===== src/rtl/mem_arbiter2_pkg.sv =====
// Shared definitions for the two-master memory arbiter.
// Holds the memory-port field widths, the master index type and the request bundle
// that the arbiter muxes onto the downstream port.
package mem_arbiter2_pkg;

  // Memory-port field widths shared with the masters and sram16_ctrl.
  localparam int unsigned IdW   = 2;
  localparam int unsigned AddrW = 30;
  localparam int unsigned DataW = 32;
  localparam int unsigned MaskW = 4;

  // Master index; also the value stored per outstanding read in the owner FIFO.
  typedef enum logic {
    MstCpu = 1'b0,
    MstDma = 1'b1
  } master_e;

  // One master's request fields, forwarded unchanged when that master is selected.
  typedef struct packed {
    logic [IdW-1:0]   id;
    logic [AddrW-1:0] address;
    logic             read;
    logic             write;
    logic [DataW-1:0] writedata;
    logic [MaskW-1:0] writedatamask;
  } mem_req_t;

  function automatic master_e other_master(master_e m);
    return (m == MstCpu) ? MstDma : MstCpu;
  endfunction

endpackage


===== src/rtl/mem_arbiter2_owner_fifo.sv =====
// Owner FIFO: 1-bit-wide, Depth-deep synchronous FIFO recording which master issued
// each outstanding read. Supports simultaneous push and pop, including push at full
// when a pop happens in the same cycle.
// Ports:
//   clock_i  - clock
//   rst_n    - asynchronous active-low reset (empties the FIFO)
//   push_i   - write data_i at the tail
//   data_i   - owner bit to store
//   pop_i    - discard the head entry
//   data_o   - owner bit at the head (valid when ~empty_o)
//   full_o   - Depth entries held
//   empty_o  - no entries held
module mem_arbiter2_owner_fifo #(
  parameter int unsigned Depth = 4
) (
  input  logic clock_i,
  input  logic rst_n,
  input  logic push_i,
  input  logic data_i,
  input  logic pop_i,
  output logic data_o,
  output logic full_o,
  output logic empty_o
);

  localparam int unsigned PtrW = $clog2(Depth);
  localparam int unsigned CntW = PtrW + 1;

  logic [Depth-1:0] mem_q;
  logic [PtrW-1:0]  rd_ptr_q, rd_ptr_d;
  logic [PtrW-1:0]  wr_ptr_q, wr_ptr_d;
  logic [CntW-1:0]  count_q, count_d;
  logic             push_eff, pop_eff;

  assign full_o  = (count_q == CntW'(Depth));
  assign empty_o = (count_q == '0);
  assign data_o  = mem_q[rd_ptr_q];

  // A push at full is only legal alongside a pop; an underflowing pop is ignored.
  assign pop_eff  = pop_i & ~empty_o;
  assign push_eff = push_i & (~full_o | pop_eff);

  always_comb begin
    rd_ptr_d = rd_ptr_q;
    wr_ptr_d = wr_ptr_q;
    count_d  = count_q;
    // Depth is a power of two, so pointer increment wraps naturally.
    if (pop_eff)  rd_ptr_d = rd_ptr_q + PtrW'(1);
    if (push_eff) wr_ptr_d = wr_ptr_q + PtrW'(1);
    case ({push_eff, pop_eff})
      2'b10:   count_d = count_q + CntW'(1);
      2'b01:   count_d = count_q - CntW'(1);
      default: count_d = count_q;
    endcase
  end

  always_ff @(posedge clock_i or negedge rst_n) begin
    if (!rst_n) begin
      mem_q    <= '0;
      rd_ptr_q <= '0;
      wr_ptr_q <= '0;
      count_q  <= '0;
    end else begin
      if (push_eff) mem_q[wr_ptr_q] <= data_i;
      rd_ptr_q <= rd_ptr_d;
      wr_ptr_q <= wr_ptr_d;
      count_q  <= count_d;
    end
  end

endmodule


===== src/rtl/mem_arbiter2.sv =====
// Two-master arbiter for the single pipelined memory port feeding sram16_ctrl.
// Master 0 is the CPU port, master 1 a DMA-style master. The downstream port is granted
// round-robin (or with fixed master-0 priority when PRIO0=1), the owner of every accepted
// read is queued, and tagged read responses are steered back to that owner in order.
// Ports:
//   clock_i, rst_n              - clock, asynchronous active-low reset
//   mN_*_i                      - master N request: id, address, read, write, data, mask
//   mN_waitrequest_o            - stall to master N
//   mN_readdata_o               - broadcast copy of mem_readdata_i
//   mN_readdataid_o             - response tag for master N, 0 = none this cycle
//   mem_waitrequest_i           - downstream stall
//   mem_*_o                     - downstream request (selected master's fields)
//   mem_readdata_i/readdataid_i - downstream response, id 0 = none
//   err_orphan_o                - sticky: a response arrived with no read outstanding
module mem_arbiter2
  import mem_arbiter2_pkg::*;
#(
  parameter int unsigned DEPTH = 4,
  parameter bit          PRIO0 = 1'b0
) (
  input  logic             clock_i,
  input  logic             rst_n,

  output logic             m0_waitrequest_o,
  input  logic [IdW-1:0]   m0_id_i,
  input  logic [AddrW-1:0] m0_address_i,
  input  logic             m0_read_i,
  input  logic             m0_write_i,
  input  logic [DataW-1:0] m0_writedata_i,
  input  logic [MaskW-1:0] m0_writedatamask_i,
  output logic [DataW-1:0] m0_readdata_o,
  output logic [IdW-1:0]   m0_readdataid_o,

  output logic             m1_waitrequest_o,
  input  logic [IdW-1:0]   m1_id_i,
  input  logic [AddrW-1:0] m1_address_i,
  input  logic             m1_read_i,
  input  logic             m1_write_i,
  input  logic [DataW-1:0] m1_writedata_i,
  input  logic [MaskW-1:0] m1_writedatamask_i,
  output logic [DataW-1:0] m1_readdata_o,
  output logic [IdW-1:0]   m1_readdataid_o,

  input  logic             mem_waitrequest_i,
  output logic [IdW-1:0]   mem_id_o,
  output logic [AddrW-1:0] mem_address_o,
  output logic             mem_read_o,
  output logic             mem_write_o,
  output logic [DataW-1:0] mem_writedata_o,
  output logic [MaskW-1:0] mem_writedatamask_o,
  input  logic [DataW-1:0] mem_readdata_i,
  input  logic [IdW-1:0]   mem_readdataid_i,

  output logic             err_orphan_o
);

  mem_req_t req0, req1, sel_req;
  logic     rq0, rq1, sel_rq;
  master_e  sel;
  master_e  grant_q, grant_d;
  master_e  last_q, last_d;
  logic     hold_q, hold_d;
  logic     err_q, err_d;

  logic     resp_valid, pop, push, orphan, read_blocked, accept;
  logic     fifo_head, fifo_full, fifo_empty;
  master_e  head_owner;

  assign req0 = '{id: m0_id_i, address: m0_address_i, read: m0_read_i, write: m0_write_i,
                  writedata: m0_writedata_i, writedatamask: m0_writedatamask_i};
  assign req1 = '{id: m1_id_i, address: m1_address_i, read: m1_read_i, write: m1_write_i,
                  writedata: m1_writedata_i, writedatamask: m1_writedatamask_i};

  assign rq0 = m0_read_i | m0_write_i;
  assign rq1 = m1_read_i | m1_write_i;

  // Arbitration. A master left waiting keeps the port until its request is accepted,
  // so the fields seen downstream never change under a stall.
  always_comb begin
    sel = grant_q;
    if (hold_q && ((grant_q == MstCpu) ? rq0 : rq1)) begin
      sel = grant_q;
    end else if (rq0 && !rq1) begin
      sel = MstCpu;
    end else if (rq1 && !rq0) begin
      sel = MstDma;
    end else if (rq0 && rq1) begin
      sel = PRIO0 ? MstCpu : other_master(last_q);
    end
  end

  assign sel_req = (sel == MstDma) ? req1 : req0;
  assign sel_rq  = sel_req.read | sel_req.write;

  // Response handling: a response with nothing outstanding is an orphan and is dropped.
  assign resp_valid = (mem_readdataid_i != '0);
  assign pop        = resp_valid & ~fifo_empty;
  assign orphan     = resp_valid & fifo_empty;
  assign head_owner = fifo_head ? MstDma : MstCpu;

  // A read is held back only when the FIFO is full and no slot frees up this cycle.
  assign read_blocked = fifo_full & sel_req.read & ~pop;
  assign accept       = sel_rq & ~mem_waitrequest_i & ~read_blocked;
  assign push         = accept & sel_req.read;

  // Downstream request.
  assign mem_id_o            = sel_req.id;
  assign mem_address_o       = sel_req.address;
  assign mem_read_o          = sel_req.read & ~read_blocked;
  assign mem_write_o         = sel_req.write;
  assign mem_writedata_o     = sel_req.writedata;
  assign mem_writedatamask_o = sel_req.writedatamask;

  // Waitrequest: the selected master follows downstream; a requesting loser is stalled;
  // an idle loser just sees mem_waitrequest_i.
  assign m0_waitrequest_o = (sel == MstCpu) ? (mem_waitrequest_i | read_blocked)
                                            : (rq0 | mem_waitrequest_i);
  assign m1_waitrequest_o = (sel == MstDma) ? (mem_waitrequest_i | read_blocked)
                                            : (rq1 | mem_waitrequest_i);

  // Response routing.
  assign m0_readdata_o   = mem_readdata_i;
  assign m1_readdata_o   = mem_readdata_i;
  assign m0_readdataid_o = (pop && head_owner == MstCpu) ? mem_readdataid_i : '0;
  assign m1_readdataid_o = (pop && head_owner == MstDma) ? mem_readdataid_i : '0;

  assign err_orphan_o = err_q;

  always_comb begin
    grant_d = grant_q;
    last_d  = last_q;
    hold_d  = sel_rq & ~accept;
    err_d   = err_q | orphan;
    if (rq0 || rq1) grant_d = sel;
    if (accept)     last_d  = sel;
  end

  always_ff @(posedge clock_i or negedge rst_n) begin
    if (!rst_n) begin
      grant_q <= MstCpu;
      last_q  <= MstDma;
      hold_q  <= 1'b0;
      err_q   <= 1'b0;
    end else begin
      grant_q <= grant_d;
      last_q  <= last_d;
      hold_q  <= hold_d;
      err_q   <= err_d;
    end
  end

  mem_arbiter2_owner_fifo #(
    .Depth (DEPTH)
  ) u_owner_fifo (
    .clock_i (clock_i),
    .rst_n   (rst_n),
    .push_i  (push),
    .data_i  (sel == MstDma),
    .pop_i   (pop),
    .data_o  (fifo_head),
    .full_o  (fifo_full),
    .empty_o (fifo_empty)
  );

endmodule


===== config.mk =====
export PLATFORM = sky130hd
export DESIGN_NAME = mem_arbiter2
export DESIGN_NICKNAME = d
export VERILOG_FILES = /design/src/rtl/mem_arbiter2_pkg.sv /design/src/rtl/mem_arbiter2_owner_fifo.sv /design/src/rtl/mem_arbiter2.sv
export SDC_FILE = /design/constraint.sdc
export NUM_CORES = 1
export LEC_CHECK = 0
export ABC_AREA = 0
export BUFFER_PORTS_ARGS = -buffer_cell sky130_fd_sc_hd__buf_4
export CORE_AREA = 2 2 122 124
export DETAILED_ROUTE_END_ITERATION = 8
export DIE_AREA = 0 0 124 126
export GPL_ROUTABILITY_DRIVEN = 1
export PLACE_DENSITY = 0.5
export SLEW_MARGIN = 15
export SYNTH_ARGS = -nofsm -noshare
export SYNTH_HDL_FRONTEND = slang
export SYNTH_SLANG_ARGS = --single-unit

===== constraint.sdc =====
create_clock -name clock_i -period 2.9 [get_ports clock_i]
set_input_delay 0.29 -clock clock_i [delete_from_list [all_inputs] [get_ports clock_i]]
set_output_delay 0.29 -clock clock_i [all_outputs]
set_load 0.1 [all_outputs]

==> run_results.csv <==
group,metric,value,unit
run_status,status,"finished, final reports clean",
synthesis,ys_async_sr_fraction,1.00,
place,placedCellCount,569,
place,place_congestion,0.821,
power_and_ir_drop,p_sw,0.00234,W
clocking,cts_resized,0,
timing,finalMaxSlewViolations,0,
critical_path,path_cells,"or3_1 > a32oi_4 > buf_4 > mux2_2 > buf_4",
timing,relSlewSlack,0.691,
routing,via_per_inst,3.97,
timing,fin_skew,0.00181,ns
clocking,ctsLongestPathBuffers,2,
synthesis,synth-edff-count,0,
final_layout,area_growth,64.1,%
timing,rsz0062_at_grt,"false",
clocking,cts-htree-levels,1,
routing,wl_per_cell,17.1,um
timing,setup_violations,0,
routing,drtIter0Drc,66,
routing,route.vias.total,2280,
critical_path,cp-end-kind,"primary output",
timing,tightestPinTransition,0.461,ns
synthesis,synth_nets,420,
final_layout,fillers,1554,
global_route,overflow,0,
synthesis,synth_common_cells,"buf_4, mux2_2, dfrtp_1",
worst_hold_path,holdPathStages,3,
synthesis,ys_seq_area_frac,0.166,
final_layout,n_antenna_cell,0,
global_route,grt_pass1_vias,2242,
synthesis,synth_top_area_frac,0.337,
floorplanning,die_height,126,um
critical_path,crit_cells,5,
power_and_ir_drop,ir_worst_vdd,551,uV
clocking,cts_tree,"yes",
critical_path,crit_required,2.61,ns
synthesis,syn_area,0.00227,sq mm
floorplanning,rows,44,
power_and_ir_drop,p_int,0.00131,W
timing,period_needed,2.62,ns
power_and_ir_drop,p_seq_frac,0.101,
timing,hold_viol,0,
power_and_ir_drop,p_clk_frac,0.074,
synthesis,syn_inst,237,
critical_path,path_buf_inv,2,
worst_hold_path,hold_path_class,"input pin to register",
critical_path,max_stage_delay,0.41,ns
routing,drtPass1Iterations,6,
run,drv_cap,0,
floorplanning,ioPinCount,318,
critical_path,critical-path-top-delay-family,"buffers and inverters",
floorplanning,coreArea,0.0143,sq mm
synthesis,yosysTopAreaCell,"mux2_2",
final_layout,final_layout_size_suffix_gt1_frac,0.777,
final_layout,fin_nets,574,
clocking,cts.sinks,15,
power_and_ir_drop,p_leak,1.79,nW
synthesis,synthTopCellsByArea,"mux2_2, buf_4, dfrtp_1",
critical_path,cp_slowest_cell,"or3_1",
timing,fmax,381,MHz
floorplanning,die_x,124,um
critical_path,worst-endpoint-arrival,2.33,ns
global_route,grt.total_usage,0.112,
clocking,clock_latency,0.25,ns
clocking,post-cts-setup-buffers,0,
critical_path,crit_fanout,32,
global_route,grt_first_pass_wirelength,13.2,mm
global_route,grt_max_degree,46,
clocking,numCtsBuffers,3,
synthesis,ys_seq_elements,15,
floorplanning,start_util,0.159,
synthesis,ys.flop_type,"dfrtp_1",
power_and_ir_drop,power.density,981,mW/mm^2
global_route,antenna_found_initial,0,
clocking,holdBufCountCts,1,
floorplanning,dieArea,0.0156,sq mm
timing,final.setup.tns,0,ns
final_layout,fin_cells,574,
timing,layout_worst_path_cycle_share,0.905,
power_and_ir_drop,pwr-share-comb,0.824,
clocking,root_buffer,"clkbuf_16",
routing,drc,0,
place,place_hpwl,8.63,mm
critical_path,cpMostUsedCell,"buf_4",
synthesis,yosys_warnings,0,
clocking,path_clk_slew,0.05,ns
critical_path,reg2regPathDepth,9,
routing,ant_nets,0,
critical_path,critPathLaunchType,"register",
synthesis,synth_area_per_cell,9.58,sq um
critical_path,critPathKind,"register to primary output",
routing,wl,9.84,mm
power_and_ir_drop,swShare,0.642,
place,port_buffers,221,
synthesis,ys_types,37,
final cells by class:
| class | instances | area (sq um) | area share |
|---|---|---|---|
| timing repair buffer | 224 | 1700 | 0.455 |
| multi-input combinational | 140 | 1320 | 0.353 |
| sequential | 15 | 377 | 0.101 |
| tap | 184 | 230 | 0.0618 |
| clock buffer | 3 | 75.1 | 0.0202 |
| inverter | 7 | 26.3 | 0.00705 |
| clock inverter | 1 | 5.00 | 0.00134 |
flip-flops by register name, summed over array words and instances (netlist names):
register	cells
grant_q	1
u_owner_fifo.wr_ptr_q	2
err_orphan_o	1
u_owner_fifo.rd_ptr_q	2
u_owner_fifo.count_q	3
hold_q	1
u_owner_fifo.mem_q	4
last_q	1
power groups by stage:
stage | logic (W) | clock network (W) | registers (W)
CTS | 0.00304 | 0.000279 | 0.000371
global route | 0.00313 | 0.000285 | 0.000380
finish | 0.00301 | 0.000272 | 0.000370
detailed placement | 0.00303 | 0 | 0.000374
global placement | 0.00301 | 0 | 0.000371
floorplan | 0.00282 | 0 | 0.000366
kinds of logic (layout without fill, tap and decap cells):
logic type,Yosys count,count (layout),share of synthesized area
buffers and inverters,82,235,0.261
multiplexers,72,72,0.362
AND/OR/NAND/NOR,31,31,0.0656
AO/OA/AOI/OAI,25,25,0.0860
flip-flops,15,15,0.166
adder cells (fa/ha/maj),6,6,0.0364
XOR/XNOR,6,6,0.0232
layout by cell type, fill, tap and decap left out, types with 4 or more instances in the layout:
cell type and instances:
inv_1 7, nor2_1 11, dfrtp_1 14, nand3_1 5, nand2_1 4, ha_1 5, a31oi_1 5, buf_4 222
o2bb2ai_1 4, mux2_2 68
metal layers:
metal | vias to the layer above | share of wire | wire, um | global-route usage
met3 | 4 | 0.097 | 957 | 0.0308
met4 | 0 | 0.0093 | 92 | 0.0145
li1 | 1074 | - | - | -
met2 | 148 | 0.51 | 5000 | 0.199
met1 | 1054 | 0.39 | 3790 | 0.136
met5 | - | 0 | 0 | 0
worst paths after layout:
path	start	end	slack, ns
setup / recovery	grant_q	mem_address_o[20]	0.28
hold / removal	mem_readdataid_i[0]	err_orphan_o	0.32
setup reg to reg	hold_q	u_owner_fifo.count_q[2]	0.54
hold reg to reg	err_orphan_o	err_orphan_o	0.47
max in group asynchronous	rst_n	last_q	2.22
min in group asynchronous	rst_n	err_orphan_o	0.43
tightest hold or removal path, delay by kind of cell:
| family | cells | cell delay (ns) |
|---|---|---|
| compound gates | 1 | 0.07 |
| simple gates | 1 | 0.07 |
| buf+inv | 1 | 0.10 |
per-stage QoR:
stage / hold slack [ns] / total power (W) / worst slack [ns] / cell area (sq um) / utilization
global placement: 0.162 / 0.00338 / 0.523 / 3630 / 0.254
CTS: 0.320 / 0.00369 / 0.278 / 3720 / 0.260
finish: 0.315 / 0.00365 / 0.276 / 3720 / 0.260
floorplan: -0.00559 / 0.00319 / 0.246 / 2270 / -
global route: 0.332 / 0.00379 / 0.205 / 3720 / 0.260
detailed placement: 0.163 / 0.00340 / 0.483 / 3630 / 0.254
Note: power is estimated with default switching activity, not from simulation.
